--- src/rtl/md_sequencer.sv ---
// Multiply/divide sequencer: latches one request, launches the selected
// arithmetic unit, waits for completion (bounded by TIMEOUT) and writes HI/LO.
module md_sequencer #(
    parameter int unsigned TIMEOUT = 64
) (
    input  logic        clk,
    input  logic        rst,
    input  logic        op_valid,
    input  logic [1:0]  op_code,
    input  logic [31:0] rs_value,
    input  logic [31:0] rt_value,
    output logic        op_ready,
    output logic        stall,
    output logic [31:0] a_out,
    output logic [31:0] b_out,
    output logic        mul_start,
    output logic        mulu_start,
    output logic        div_start,
    output logic        divu_start,
    input  logic        mul_done,
    input  logic        mulu_done,
    input  logic        div_busy,
    input  logic        divu_busy,
    input  logic [63:0] res_mul,
    input  logic [63:0] res_mulu,
    input  logic [31:0] res_q,
    input  logic [31:0] res_r,
    input  logic [31:0] res_qu,
    input  logic [31:0] res_ru,
    output logic [31:0] hi_wdata,
    output logic [31:0] lo_wdata,
    output logic        hi_ena,
    output logic        lo_ena,
    output logic        done,
    output logic        err
);

    localparam int unsigned CNT_W  = 8;
    localparam int unsigned DATA_W = 32;
    localparam int unsigned UNIT_N = 4;

    localparam logic [1:0] OP_MULTU = 2'b01;
    localparam logic [1:0] OP_DIVU  = 2'b11;

    typedef enum logic [1:0] {
        S_IDLE,
        S_LAUNCH,
        S_WAIT,
        S_WRITE
    } state_t;

    state_t              state_q, state_d;
    logic [1:0]          op_q, op_d;
    logic [DATA_W-1:0]   a_q, a_d, b_q, b_d;
    logic [DATA_W-1:0]   hi_q, hi_d, lo_q, lo_d;
    logic [CNT_W-1:0]    cnt_q, cnt_d;
    logic                busy_seen_q, busy_seen_d;
    logic [UNIT_N-1:0]   start_q, start_d;
    logic                wr_q, wr_d;
    logic                err_q, err_d;
    logic                op_ready_q, op_ready_d;
    logic                stall_q, stall_d;

    logic                sel_done_c;
    logic                sel_busy_c;
    logic                complete_c;

    // Only the unit selected by the latched opcode can complete the operation
    assign sel_done_c = (op_q == OP_MULTU) ? mulu_done : mul_done;
    assign sel_busy_c = (op_q == OP_DIVU)  ? divu_busy : div_busy;
    assign complete_c = op_q[1] ? (!sel_busy_c && busy_seen_q) : sel_done_c;

    always_comb begin
        state_d     = state_q;
        op_d        = op_q;
        a_d         = a_q;
        b_d         = b_q;
        hi_d        = hi_q;
        lo_d        = lo_q;
        cnt_d       = cnt_q;
        busy_seen_d = busy_seen_q;
        start_d     = '0;
        wr_d        = 1'b0;
        err_d       = 1'b0;

        case (state_q)
            S_IDLE: begin
                if (op_valid) begin
                    op_d = op_code;
                    a_d  = rs_value;
                    b_d  = rt_value;
                    // Divide by zero aborts without ever starting a unit
                    if (op_code[1] && (rt_value == '0)) begin
                        err_d = 1'b1;
                    end else begin
                        state_d = S_LAUNCH;
                        start_d = UNIT_N'(1) << op_code;
                    end
                end
            end
            S_LAUNCH: begin
                cnt_d       = '0;
                busy_seen_d = 1'b0;
                state_d     = S_WAIT;
            end
            S_WAIT: begin
                cnt_d = cnt_q + CNT_W'(1);
                if (op_q[1] && sel_busy_c) begin
                    busy_seen_d = 1'b1;
                end
                if (complete_c) begin
                    case (op_q)
                        2'b00:   begin hi_d = res_mul[63:32];  lo_d = res_mul[31:0];  end
                        2'b01:   begin hi_d = res_mulu[63:32]; lo_d = res_mulu[31:0]; end
                        2'b10:   begin hi_d = res_r;           lo_d = res_q;          end
                        default: begin hi_d = res_ru;          lo_d = res_qu;         end
                    endcase
                    wr_d    = 1'b1;
                    state_d = S_WRITE;
                end else if (cnt_q == CNT_W'(TIMEOUT - 1)) begin
                    err_d   = 1'b1;
                    state_d = S_IDLE;
                end
            end
            S_WRITE: begin
                state_d = S_IDLE;
            end
            default: begin
                state_d = S_IDLE;
            end
        endcase

        op_ready_d = (state_d == S_IDLE);
        stall_d    = (state_d != S_IDLE);
    end

    always_ff @(posedge clk) begin
        if (rst) begin
            state_q     <= S_IDLE;
            op_q        <= '0;
            a_q         <= '0;
            b_q         <= '0;
            hi_q        <= '0;
            lo_q        <= '0;
            cnt_q       <= '0;
            busy_seen_q <= 1'b0;
            start_q     <= '0;
            wr_q        <= 1'b0;
            err_q       <= 1'b0;
            op_ready_q  <= 1'b1;
            stall_q     <= 1'b0;
        end else begin
            state_q     <= state_d;
            op_q        <= op_d;
            a_q         <= a_d;
            b_q         <= b_d;
            hi_q        <= hi_d;
            lo_q        <= lo_d;
            cnt_q       <= cnt_d;
            busy_seen_q <= busy_seen_d;
            start_q     <= start_d;
            wr_q        <= wr_d;
            err_q       <= err_d;
            op_ready_q  <= op_ready_d;
            stall_q     <= stall_d;
        end
    end

    assign op_ready   = op_ready_q;
    assign stall      = stall_q;
    assign a_out      = a_q;
    assign b_out      = b_q;
    assign mul_start  = start_q[0];
    assign mulu_start = start_q[1];
    assign div_start  = start_q[2];
    assign divu_start = start_q[3];
    assign hi_wdata   = hi_q;
    assign lo_wdata   = lo_q;
    assign hi_ena     = wr_q;
    assign lo_ena     = wr_q;
    assign done       = wr_q;
    assign err        = err_q;

endmodule

--- config.mk ---
export PLATFORM = sky130hd
export DESIGN_NAME = md_sequencer
export DESIGN_NICKNAME = d
export VERILOG_FILES = /design/src/rtl/md_sequencer.sv
export SDC_FILE = /design/constraint.sdc
export NUM_CORES = 1
export LEC_CHECK = 0
export CORE_AREA = 4 4 177 179
export CTS_CLUSTER_SIZE = 10
export DETAILED_ROUTE_END_ITERATION = 10
export DIE_AREA = 0 0 181 183
export DONT_BUFFER_PORTS = 1
export GPL_TIMING_DRIVEN = 0
export PLACE_DENSITY = 0.38
export SKIP_CTS_REPAIR_TIMING = 1
export SYNTH_ARGS = -nofsm -noshare
export SYNTH_HDL_FRONTEND = slang
export SYNTH_SLANG_ARGS = --single-unit
--- constraint.sdc ---
create_clock -name clk -period 2.8 [get_ports clk]
set_clock_uncertainty 0.2 [all_clocks]
set_input_delay 0.56 -clock clk [delete_from_list [all_inputs] [get_ports clk]]
set_output_delay 0.56 -clock clk [all_outputs]
set_load 0.005 [all_outputs]
# After elaboration in Yosys (flattened, before gate mapping)
# Index checks and enable logic that the tools add are counted.
# classes
n_addsub,1
muxes,19
n_reduce_logical,15
n_bitwise,3
shift,1
n_eq_ne,8
# op_table
op,n
one-hot mux 32 bit (3 select lines),2
zero test 32 bit,1
one-hot mux 8 bit (2 select lines),1
two-way mux 1 bit,9
"adder 8 x 1 -> 8 bit, second input constant",1
"== test 2 bit, second input constant",4
"== test 8 x 6 -> 1 bit, second input constant",1
two-way mux 2 bit,4
one-hot mux 2 bit (4 select lines),1
zero test 2 bit,3
AND reduction 2 bit,3
"== test 2 x 1 -> 1 bit, second input constant",2
one-hot mux 1 bit (2 select lines),2
nonzero test 2 bit,2
OR reduction 4 bit,1
"<< shifter 1 x 2 -> 4 bit, first input constant",1
logical AND 1 bit,3
NOT 1 bit,3
"inequality test 2 bit, second input constant",1
OR reduction 2 bit,1
zero test 1 bit,1
# word_totals
ff_bits,149

# Depth between registers and ports, before layout
# logic_depth
depth_word,8
ltp_mapped,8
mapped_depth_nobuf,7

# Worst setup path before layout
# OpenSTA, ideal clock, no wires.
# synth_timing
path_kind,register to register
startpoint,register cnt_q[0]
endpoint,register stall_q (netlist: stall)
t_arrival_ns,1.643
period_less_slack_ns,1.965
setup_ns,0.122
path_buffers,0
t_required_ns,2.478
stages_incl_launch_ff,7
path_slack_ns,0.835
path_cell_list,dfxtp_1 -> ha_1 -> nand3_2 -> o41a_1 -> a21oi_2 -> a41oi_1 -> a221o_1
# synth_via
elab_chain_len,5
# synth_rtl
item,line_no,text
"start, declared",56,"logic [CNT_W-1:0] cnt_q, cnt_d;"
"start signal, assigned",159,cnt_q <= cnt_d;
== test 8 x 6 -> 1 bit,120,end else if (cnt_q == CNT_W'(TIMEOUT - 1)) begin
two-way mux 2 bit,120,
two-way mux 2 bit,111,if (complete_c) begin
one-hot mux 2 bit (4 select lines),86,case (state_q)
nonzero test 2 bit,134,stall_d = (state_d != S_IDLE);
"end signal, assigned",165,stall_q <= stall_d;
"end, declared",62,"logic stall_q, stall_d;"
# No other way between the ends.
# A chain may end at the register's enable or synchronous reset.

# Worst setup path in the final report
# layout_timing
startpoint,register state_q[1]
endpoint,register op_q[0]
# layout_via
elab_chain_len,2
# layout_rtl
item,line_no,text
"start, declared",52,"state_t state_q, state_d;"
"start signal, assigned",153,state_q <= state_d;
zero test 2 bit,86,
AND reduction 2 bit (no line),-,
"end signal, assigned",154,op_q <= op_d;
"end, declared",53,"logic [1:0] op_q, op_d;"
# No other way between the ends.

==> impl_metrics.json <==
{
  "outcome": "finished clean",
  "cp_data_arrival_time_ns": 2.54,
  "crit_required_ns": 2.94,
  "final_cells": 1185,
  "cellPowerDensity_nw_per_um2": 674,
  "totalWireLength_um": 30700,
  "whs_ns": 0.0250,
  "max_stage_delay_ns": 0.50,
  "synth_xor_area_share_pct": 0.631,
  "yosys.area_share.simple_pct": 17.8,
  "cap_violations": 0,
  "path_clk_slew_ns": 0.08,
  "postSynthCellCount": 753,
  "rsz0062_at_grt": "false",
  "vias": 5916,
  "die_h_um": 183,
  "critPathSlowestCell": "clkbuf_1",
  "synth_top_family_by_area": "multiplexers",
  "h-tree-depth": 4,
  "drive_gt1_share_pct": 16.2,
  "synthFlopType": "dfxtp_1",
  "async_flop_share_pct": 0,
  "critPathBufInv": 3,
  "setup_viol": 0,
  "antenna_found_initial": 14,
  "firstDrtPassIters": 4,
  "overflow": 0,
  "syn_nets": 1087,
  "total_power_uw": 5410,
  "yosys.area_share.adder_pct": 0.902,
  "fp.dieW_um": 181,
  "fillerInstances": 3195,
  "placed_area_um2": 7430,
  "cts.sinks": 149,
  "reg2regPathDepth": 7,
  "cts_buffer_depth": 2,
  "num-nets-final": 1107,
  "die_area_um2": 33100,
  "synth_top_cell_area_share_pct": 43.0,
  "ant_nets": 0,
  "syn2layout_area_growth_pct": 15.7,
  "whs_path_depth": 1,
  "timing.fmax_ghz": 0.416,
  "min_from": "op_code[1]",
  "tightest_slew_ns": 0.809,
  "path_max_fanout": 10,
  "r2r_slack_ns": 0.39,
  "finalInstanceArea_um2": 8030,
  "synth_edf_count": 0,
  "vias_per_cell": 4.99,
  "vdd_drop_max_mv": 0.383,
  "avgSynthCellArea_um2": 9.22,
  "drc_errors": 0,
  "detailed_place_hpwl_um": 24700,
  "yosysTopAreaCell": "dfxtp_1",
  "fp-row-count": 63,
  "synth.yosys.seq_area_share_pct": 43.0,
  "track_usage_pct": 17.2,
  "place_congestion": 0.847,
  "dp_cells": 1143,
  "synth-seq-cells": 149,
  "synth_area_um2": 6940,
  "min_to": "start_q[1]$_SDFF_PP0_",
  "grt_first_pass_wirelength_um": 42200,
  "cts-root-buf": "clkbuf_16",
  "synth_compound_area_share_pct": 11.4,
  "startpoint_type": "flop",
  "hold_class": "primary input to flop",
  "timing.final.crit_period_ns": 2.41,
  "routedWlPerCell_um": 25.9,
  "fin_setup_tns_ns": 0,
  "muxShareOfSynthArea_pct": 21.3,
  "initial_core_util_pct": 23.5,
  "clk_latency_ns": 0.42,
  "first_iter_violations": 322,
  "reg2reg_to": "op_q[0]$_SDFFE_PP0P_",
  "finalHoldViolCount": 0,
  "regToRegStartpoint": "state_q[1]$_SDFF_PP0_",
  "yosys_warnings": 0,
  "synth.most_common_cell": "nand2_1",
  "slew_headroom_pct": 46.0,
  "critical-path-top-delay-family": "buffers and inverters",
  "critical_path.cell_chain": "inv_1 > ha_1 > nand2_1 > clkbuf_1 > clkbuf_1 > nand2_1 > a21oi_1",
  "grt_max_degree": 17,
  "grt_pass1_vias": 5960,
  "yosys-top-cells-count": "nand2_1, dfxtp_1, a21oi_1, mux4_2, clkbuf_1",
  "ioPinCount": 467,
  "crit_type": "flop to flop",
  "synth.area.top_cells": "dfxtp_1, mux4_2, nand2_1",
  "numCtsBuffers": 17,
  "p_leak_uw": 0.00254,
  "cts_tree": "done",
  "slew_viol_final": 0,
  "critPathCaptureType": "flop",
  "fin_crit_sh_pct": 85.9,
  "core_um2": 29600,
  "ys_types": 40,
  "io_buffers": 0
}
==> area by class of cell <==
class | count | area, um2 | share of cell area, %
Antenna cell | 10 | 25.0 | 0.312
Buffer | 63 | 324 | 4.04
Clock buffer | 17 | 425 | 5.30
Clock inverter | 14 | 140 | 1.75
Inverter | 6 | 22.5 | 0.281
Multi-Input combinational cell | 535 | 3610 | 45.0
Sequential cell | 149 | 2980 | 37.2
Tap cell | 390 | 488 | 6.08
Timing Repair Buffer | 1 | 10.0 | 0.125
==> kinds of logic (layout without fill, tap and decap cells) <==
logic type | count (synthesis) | in the layout
compound gates | 149 | 149
xor+xnor | 5 | 5
fa+ha+maj | 5 | 5
buf+inv | 69 | 101
flops | 149 | 149
mux | 67 | 67
other cells | 0 | 10
simple gates | 309 | 309
==> layer usage <==
metal / global-route usage, % / part of all wire (%) / vias to the layer above
met4: 4.02 / 0.70 / 8
met1: 20.9 / 40 / 2891
met5: 0 / 0.18 / -
met2: 28.9 / 49 / 314
li1: - / - / 2682
met3: 6.98 / 9.8 / 21
==> how the worst max path moves through the flow <==
stage                     startpoint                  endpoint  slack [ns]  cells after the start
2_1_floorplan  cnt_q[0]$_SDFFE_PP0P_          stall$_SDFF_PP0_        0.84                      6
3_3_place_gp                     rst      op_q[0]$_SDFFE_PP0P_        0.08                      4
3_5_place_dp                     rst  lo_wdata[2]$_SDFFE_PP0P_       0.007                      4
4_1_cts        state_q[1]$_SDFF_PP0_      op_q[0]$_SDFFE_PP0P_        0.26                      7
5_1_grt        state_q[0]$_SDFF_PP0_      op_q[0]$_SDFFE_PP0P_        0.11                      7
6_report       state_q[1]$_SDFF_PP0_      op_q[0]$_SDFFE_PP0P_        0.39                      7
==> per-stage QoR <==
| stage | util (%) | setup WS [ns] |
|---|---|---|
| finish | 27.2 | 0.394 |
| global route | 27.1 | 0.108 |
| CTS | 27.0 | 0.259 |
| detailed placement | 25.1 | 0.00678 |
| global placement | 25.1 | 0.0764 |
| floorplan | - | 0.835 |
==> registers in the layout, indices dropped and copies added, names as in the netlist <==
signal       cells
busy_seen_q      1
err              1
state_q          2
cnt_q            8
op_ready         1
stall            1
a_out           32
lo_wdata        32
hi_wdata        32
op_q             2
b_out           32
done             1
start_q          4
==> worst register-to-register path, cell delays in order, from the launching register on <==
cell      delay, ns
dfxtp_1        0.38
inv_1          0.10
ha_1           0.22
nand2_1        0.16
clkbuf_1       0.50
clkbuf_1       0.50
nand2_1        0.11
a21oi_1        0.16
==> report_power, final <==
| group | total [uW] | leakage, uW | switching [uW] | internal [uW] |
|---|---|---|---|---|
| Sequential | 2330 | 0.00121 | 101 | 2230 |
| Clock | 2320 | 0.000267 | 1070 | 1250 |
| Combinational | 757 | 0.00106 | 432 | 325 |
| Total | 5410 | 0.00254 | 1600 | 3810 |
==> cell usage in the layout (no fill, tap or decap), types with 3 or more instances in the layout <==
cell type,instances
a21oi_1,134
xor2_1,4
nand3_1,6
diode_2,10
clkbuf_1,32
nor2_1,12
inv_6,6
clkbuf_16,17
buf_2,13
dfxtp_1,149
nand2_1,266
inv_1,6
nor4_1,8
buf_6,7
buf_1,6
mux4_2,64
and2_1,4
clkinvlp_4,4
buf_4,5
nand4_1,4
a221oi_1,3
ha_1,5
Note: power is estimated with default switching activity, not from simulation.
